File: config.mk
export PLATFORM = sky130hd
export DESIGN_NAME = mux_nx1_rr_reg_flat
export DESIGN_NICKNAME = d
export VERILOG_FILES = /design/src/rtl/mux_nx1_rr_reg_if.sv /design/src/rtl/mux_nx1_rr_reg.sv /design/src/flat_wrapper.sv
export SDC_FILE = /design/constraint.sdc
export NUM_CORES = 1
export LEC_CHECK = 0
export BUFFER_PORTS_ARGS = -buffer_cell sky130_fd_sc_hd__buf_2
export CAP_MARGIN = 5
export CELL_PAD_IN_SITES_DETAIL_PLACEMENT = 0
export CELL_PAD_IN_SITES_GLOBAL_PLACEMENT = 1
export CORE_AREA = 2 2 56 110
export CTS_CLUSTER_SIZE = 40
export DETAILED_ROUTE_END_ITERATION = 12
export DIE_AREA = 0 0 58 112
export PLACE_DENSITY = 0.75
export SYNTH_ARGS = -nofsm -noshare
export SYNTH_HDL_FRONTEND = slang
export SYNTH_SLANG_ARGS = --single-unit
File: constraint.sdc
create_clock -name clk -period 3.72 [get_ports clk]
set_input_delay 0.186 -clock clk [delete_from_list [all_inputs] [get_ports clk]]
set_output_delay 0.186 -clock clk [all_outputs]
set_load 0.02 [all_outputs]
File: src/rtl/mux_nx1_rr_reg_if.sv
// Handshake bundle for mux_nx1_rr_reg: N producer channels in, one registered beat out.
// The slave modport is the mux side; the master modport is the producer/consumer side.
interface mux_nx1_rr_reg_if #(
    parameter int NUM_CH = 8,
    parameter int WIDTH  = 1,
    parameter int SEL_W  = $clog2(NUM_CH)
);
    logic [NUM_CH*WIDTH-1:0] in_data;
    logic [NUM_CH-1:0]       in_valid;
    logic [NUM_CH-1:0]       in_ready;
    logic                    mode;
    logic [SEL_W-1:0]        sel;
    logic [WIDTH-1:0]        out_data;
    logic [SEL_W-1:0]        out_ch;
    logic                    out_valid;
    logic                    out_ready;

    modport slave (
        input  in_data, in_valid, mode, sel, out_ready,
        output in_ready, out_data, out_ch, out_valid
    );

    modport master (
        output in_data, in_valid, mode, sel, out_ready,
        input  in_ready, out_data, out_ch, out_valid
    );
endinterface

File: src/rtl/mux_nx1_rr_reg.sv
// N-to-1 mux with a one-entry registered output, fixed-select or round-robin grant.
// Define MUX_BEAT_CNT_EN to add the saturating 16-bit accepted-beat counter port beat_cnt.
module mux_nx1_rr_reg #(
    parameter int NUM_CH = 8,
    parameter int WIDTH  = 1,
    parameter int SEL_W  = $clog2(NUM_CH)
) (
    input  logic                clk,
    input  logic                rst,
    mux_nx1_rr_reg_if.slave     bus
`ifdef MUX_BEAT_CNT_EN
    ,
    output logic [15:0]         beat_cnt
`endif
);

    logic [WIDTH-1:0]  out_data_r;
    logic [SEL_W-1:0]  out_ch_r;
    logic              out_valid_r;
    logic [SEL_W-1:0]  ptr_r;

    logic              load_en_s;
    logic              gnt_found_s;
    logic [SEL_W-1:0]  gnt_idx_s;
    logic              hs_s;
    logic [NUM_CH-1:0] in_ready_s;
    logic [SEL_W-1:0]  ptr_next_s;

    assign load_en_s  = !out_valid_r || bus.out_ready;
    assign hs_s       = gnt_found_s && load_en_s && !rst;
    assign ptr_next_s = (gnt_idx_s == SEL_W'(NUM_CH - 1)) ? {SEL_W{1'b0}} : gnt_idx_s + SEL_W'(1);

    // Grant selection: exact sel match in fixed mode, first valid from ptr with wrap in round-robin.
    always_comb begin
        int  idx_v;
        logic hit_v;
        gnt_found_s = 1'b0;
        gnt_idx_s   = {SEL_W{1'b0}};
        idx_v       = 0;
        hit_v       = 1'b0;
        if (bus.mode == 1'b0) begin
            // sel values at or above NUM_CH match no k, so they never grant.
            for (int k = 0; k < NUM_CH; k++) begin
                hit_v       = (SEL_W'(k) == bus.sel) && bus.in_valid[k];
                gnt_idx_s   = hit_v ? SEL_W'(k) : gnt_idx_s;
                gnt_found_s = gnt_found_s || hit_v;
            end
        end else begin
            for (int k = 0; k < NUM_CH; k++) begin
                idx_v       = int'(ptr_r) + k;
                idx_v       = (idx_v >= NUM_CH) ? idx_v - NUM_CH : idx_v;
                hit_v       = !gnt_found_s && bus.in_valid[idx_v];
                gnt_idx_s   = hit_v ? SEL_W'(idx_v) : gnt_idx_s;
                gnt_found_s = gnt_found_s || hit_v;
            end
        end
    end

    // One-hot ready toward the granted channel only.
    always_comb begin
        in_ready_s            = {NUM_CH{1'b0}};
        in_ready_s[gnt_idx_s] = hs_s;
    end

    assign bus.in_ready  = in_ready_s;
    assign bus.out_data  = out_data_r;
    assign bus.out_ch    = out_ch_r;
    assign bus.out_valid = out_valid_r;

    // Output buffer and round-robin pointer; a drain without a new grant empties the buffer.
    always_ff @(posedge clk) begin
        if (rst) begin
            out_data_r  <= {WIDTH{1'b0}};
            out_ch_r    <= {SEL_W{1'b0}};
            out_valid_r <= 1'b0;
            ptr_r       <= {SEL_W{1'b0}};
        end else if (hs_s) begin
            out_data_r  <= bus.in_data[int'(gnt_idx_s)*WIDTH +: WIDTH];
            out_ch_r    <= gnt_idx_s;
            out_valid_r <= 1'b1;
            ptr_r       <= bus.mode ? ptr_next_s : ptr_r;
        end else if (bus.out_ready) begin
            out_valid_r <= 1'b0;
        end else begin
            out_valid_r <= out_valid_r;
        end
    end

`ifdef MUX_BEAT_CNT_EN
    logic [15:0] beat_cnt_r;

    // Saturating count of accepted input beats.
    always_ff @(posedge clk) begin
        if (rst) begin
            beat_cnt_r <= 16'h0000;
        end else if (hs_s && (beat_cnt_r != 16'hFFFF)) begin
            beat_cnt_r <= beat_cnt_r + 16'h0001;
        end else begin
            beat_cnt_r <= beat_cnt_r;
        end
    end

    assign beat_cnt = beat_cnt_r;
`endif

endmodule

File: src/flat_wrapper.sv
// flat-port wrapper written by rule: the top's interface ports become plain ports
module mux_nx1_rr_reg_flat 
#(
    parameter int NUM_CH = 8,
    parameter int WIDTH  = 1,
    parameter int SEL_W  = $clog2(NUM_CH)
)
  (clk, rst, bus_in_data, bus_in_valid, bus_mode, bus_sel, bus_out_ready, bus_in_ready, bus_out_data, bus_out_ch, bus_out_valid);
  mux_nx1_rr_reg_if #(.NUM_CH(NUM_CH), .WIDTH(WIDTH), .SEL_W(SEL_W)) bus_i ();
  input  logic clk;
  input  logic rst;
  input wire logic [$bits(bus_i.in_data)-1:0] bus_in_data;
  input wire logic [$bits(bus_i.in_valid)-1:0] bus_in_valid;
  input wire logic [$bits(bus_i.mode)-1:0] bus_mode;
  input wire logic [$bits(bus_i.sel)-1:0] bus_sel;
  input wire logic [$bits(bus_i.out_ready)-1:0] bus_out_ready;
  output wire logic [$bits(bus_i.in_ready)-1:0] bus_in_ready;
  output wire logic [$bits(bus_i.out_data)-1:0] bus_out_data;
  output wire logic [$bits(bus_i.out_ch)-1:0] bus_out_ch;
  output wire logic [$bits(bus_i.out_valid)-1:0] bus_out_valid;
  assign bus_i.in_data = bus_in_data;
  assign bus_i.in_valid = bus_in_valid;
  assign bus_i.mode = bus_mode;
  assign bus_i.sel = bus_sel;
  assign bus_i.out_ready = bus_out_ready;
  assign bus_in_ready = bus_i.in_ready;
  assign bus_out_data = bus_i.out_data;
  assign bus_out_ch = bus_i.out_ch;
  assign bus_out_valid = bus_i.out_valid;
  mux_nx1_rr_reg #(.NUM_CH(NUM_CH), .WIDTH(WIDTH), .SEL_W(SEL_W)) u_core (.clk(clk), .rst(rst), .bus(bus_i));
endmodule
==> metrics <==
WP buf/inv 2; number of buffers created by CTS 3; synthesized flop and latch total 8; Hold Violations, Final 0; register area 160 sq um; detailed router's first-iteration violation count 46; mapped cell area about 1700 sq um; Synth Net Count about 230; number of ports placed on the die boundary 36; arrival time at the worst endpoint 3350 ps; final setup margin 183 ps; Stages on worst setup path 12; leakage 0.825 nW; critical path startpoint category flop; aggregate global routing overflow 0; max-slew violation total from the final report 0; cell class contributing the biggest share of worst-path delay simple AND/OR/NAND/NOR gates; core area 5660 sq um; Die Y 112 microns; Max-Slew Margin vs Limit approximately three fifths; H-tree depth 1; unrepaired setup endpoints after global routing false; cell type contributing the most total cell area after synthesis mux4_2; Starting Density 30.1%; total setup violations reported at the end of the flow 0; total area of multi-input combinational cells around 1500 sq um; register-to-register setup slack 360 ps; Unique masters post-synth between 50 and 60; clock root buffer clkbuf_16; classification of the worst setup path reg -> out; required time at the worst-slack endpoint between 3000 and 4000 ps; area share of the largest cell type after synthesis roughly 16%; later-pin clock latency in the skew report 230 ps; DIE WIDTH approximately 58 microns; met3 demand-to-capacity share in global routing 0.581%; slowest library cell on the worst path mux4_2; number of fill cells a little over 600; cts-stage hold buffer count 0; number of maximum-capacitance constraint violations 0; Worst Max-Slew Pin Slew 619 ps; Cell Chain, Critical Path buf_4 > ha_2 > xor2_1 > mux4_2 > o221a_2 > nor4_2 > and2_4 > nand2_1 > a31oi_2 > nand2_2 > nor2_1 > buf_2; crit-path max FO 13; first-pass detailed-route iteration total 4; total detailed-routing wirelength 5640 microns; Main synth FF type dfxtp_1; worst reg2reg startpoint u_core.ptr_r[0]$_SDFFE_PP0P_; library cell with the highest instance count after synthesis nor2_1; M2 GR Usage 36.7%; vias in the first global route 1,777; minimum clock period roughly 3500 ps; antenna violations before repair 0; Post-Syn Area per Cell 8.27 sq um; DPL Wire Length 4610 microns; cells on worst reg2reg path 12; final cell utilization of the core 36.5%; maximum clock frequency 0.283 GHz; Max Clock Skew 1.30 ps; worst hold path startpoint rst; post-layout net count 263; worst reg2reg endpoint u_core.bus.out_data$_SDFFE_PP0P_; endpoint of the most critical setup path bus_in_ready[5]; port bufs 35; Worst setup EP type output port; # DRC 0; proportion of synthesized chip area in sequential cells around a tenth; setup slack at placement 160 ps; area of the die 6500 sq um; growth of design area from synthesis to finish 21.4%; share of the clock period used by the worst path 95.1%; antenna diode instance count 0; Final ANT Viol Nets 0; cell types with the highest counts after synthesis nor2_1 (25), mux2i_1 (18), nand2_1 (15); placed insts 294; worst setup path startpoint u_core.ptr_r[1]$_SDFFE_PP0P_; global-route wire length before repair slightly below 9000 microns; Max IR drop VDD 0.328 mV; WL/cell 19.0 microns; power per cell area 331 nW/um^2; hold path cells 2; classification of the worst-slack hold path in -> reg; number of synthesized flops with an enable pin 0; number of vias per cell 6.13; count of synthesis-stage warnings from yosys 0; Rows 39; maximum number of pins on one net before global-route repair 26; clk sinks 8; Non-Filler Instances 297; vias post-DR 1,821; top cells by area in the synthesized netlist mux4_2 (16%), mux2i_1 (11%), dfxtp_1 (9.4%); cells after synthesis ~210; most congested layer reported by global routing met2; CP max stage delay roughly 380 ps; layout cell share with drive strength beyond 1 39.0%; GRT Total Usage 18.0%; share of flip-flops with an asynchronous set or reset 0%; GR met1 Demand/Resource between 15 and 20%; CTS tree yes; gp weighted congestion 0.870; clock-pin transition on the worst setup and hold timing paths 30 ps; result of the run completed; clock tree buffer depth 2
-- metrics by stage --
| stage | power (mW) | area, sq um | TNS (ps) | hold slack, ps |
|---|---|---|---|---|
| 6_report | 0.684 | 2070 | 0 | 238 |
| 3_5_place_dp | 0.483 | 1930 | 0 | 481 |
| 5_1_grt | 0.723 | 2070 | 0 | 257 |
| 3_3_place_gp | 0.484 | 1930 | 0 | 472 |
| 2_1_floorplan | 0.386 | 1700 | -28.1 | 377 |
| 4_1_cts | 0.673 | 2030 | 0 | 240 |
-- cell usage in the layout (no fill, tap or decap), types with 2 or more instances in the layout --
cell / count
a211o_1: 2
a211oi_1: 3
a21oi_1: 10
a221o_1: 3
a221oi_1: 2
a221oi_2: 2
a31oi_1: 4
and2_1: 4
buf_2: 35
buf_4: 9
clkbuf_16: 3
dfxtp_1: 8
inv_1: 9
mux2_2: 12
mux2i_1: 17
mux4_2: 12
nand2_1: 14
nand2b_1: 5
nand3_1: 5
nand4_1: 2
nor2_1: 25
nor2b_1: 2
nor3_1: 3
nor3b_1: 2
o211ai_1: 2
o21ai_0: 4
o31ai_1: 2
xor2_1: 2
-- repair_timing --
| action | in CTS | in global routing |
|---|---|---|
| setup endpoints to repair | 8 | 8 |
| buffers inserted | 0 | 0 |
| hold endpoints to repair | 0 | 0 |
| resized for setup | 3 | 10 |
-- cell families (layout without fill, tap and decap cells) --
logic type               count (synthesis)  after routing  share of synthesized area, %
multiplexers                            43             43                          35.2
buffers and inverters                   28             58                          8.00
AO/OA/AOI/OAI                           51             51                          23.9
flip-flops                               8              8                          9.40
XOR/XNOR                                 3              3                          1.98
adder cells (fa/ha/maj)                  2              2                          1.47
AND/OR/NAND/NOR                         71             71                          20.0
-- worst reg2reg max path: stages (launching register included) --
cell and delay (ps):
dfxtp_1 330, inv_1 70, ha_1 350, buf_6 180
mux2i_1 170, mux2_2 300, a221oi_2 460, nor2_1 130
a211o_1 330, a41o_2 370, mux2i_1 140, mux2_2 280
o221ai_2 160
-- registers in the layout, summed over array words and instances, names as in the netlist --
| name | flops |
|---|---|
| u_core.bus.out_data | 1 |
| u_core.bus.out_valid | 1 |
| u_core.bus.out_ch | 3 |
| u_core.ptr_r | 3 |
-- power breakdown --
part	switching, mW	total (mW)	internal [mW]
combinational	0.231	0.403	0.171
sequential	0.00600	0.101	0.0951
clock	0.0414	0.180	0.138
total	0.279	0.684	0.405
-- worst min-delay path by stage --
| stage | slack [ps] | to |
|---|---|---|
| 2_1_floorplan | 380 | u_core.ptr_r[1]$_SDFFE_PP0P_ |
| 3_3_place_gp | 470 | u_core.bus.out_ch[1]$_SDFFE_PP0P_ |
| 3_5_place_dp | 480 | u_core.bus.out_ch[2]$_SDFFE_PP0P_ |
| 4_1_cts | 240 | u_core.ptr_r[0]$_SDFFE_PP0P_ |
| 5_1_grt | 260 | u_core.ptr_r[0]$_SDFFE_PP0P_ |
| 6_report | 240 | u_core.ptr_r[0]$_SDFFE_PP0P_ |
-- per-layer routing --
| layer | vias to the layer above | routed length, microns |
|---|---|---|
| met5 | - | 0 |
| met4 | 0 | 286 |
| met3 | 23 | 136 |
| met2 | 70 | 3430 |
| met1 | 879 | 1790 |
| li1 | 849 | - |
-- area by class of cell --
class                           count  area share [%]
Tap cell                           61            3.69
Timing Repair Buffer               45            12.3
Sequential cell                     8            7.74
Inverter                           10            1.81
Multi-Input combinational cell    170            70.8
Clock buffer                        3            3.63
Note: power is estimated with default switching activity, not from simulation.
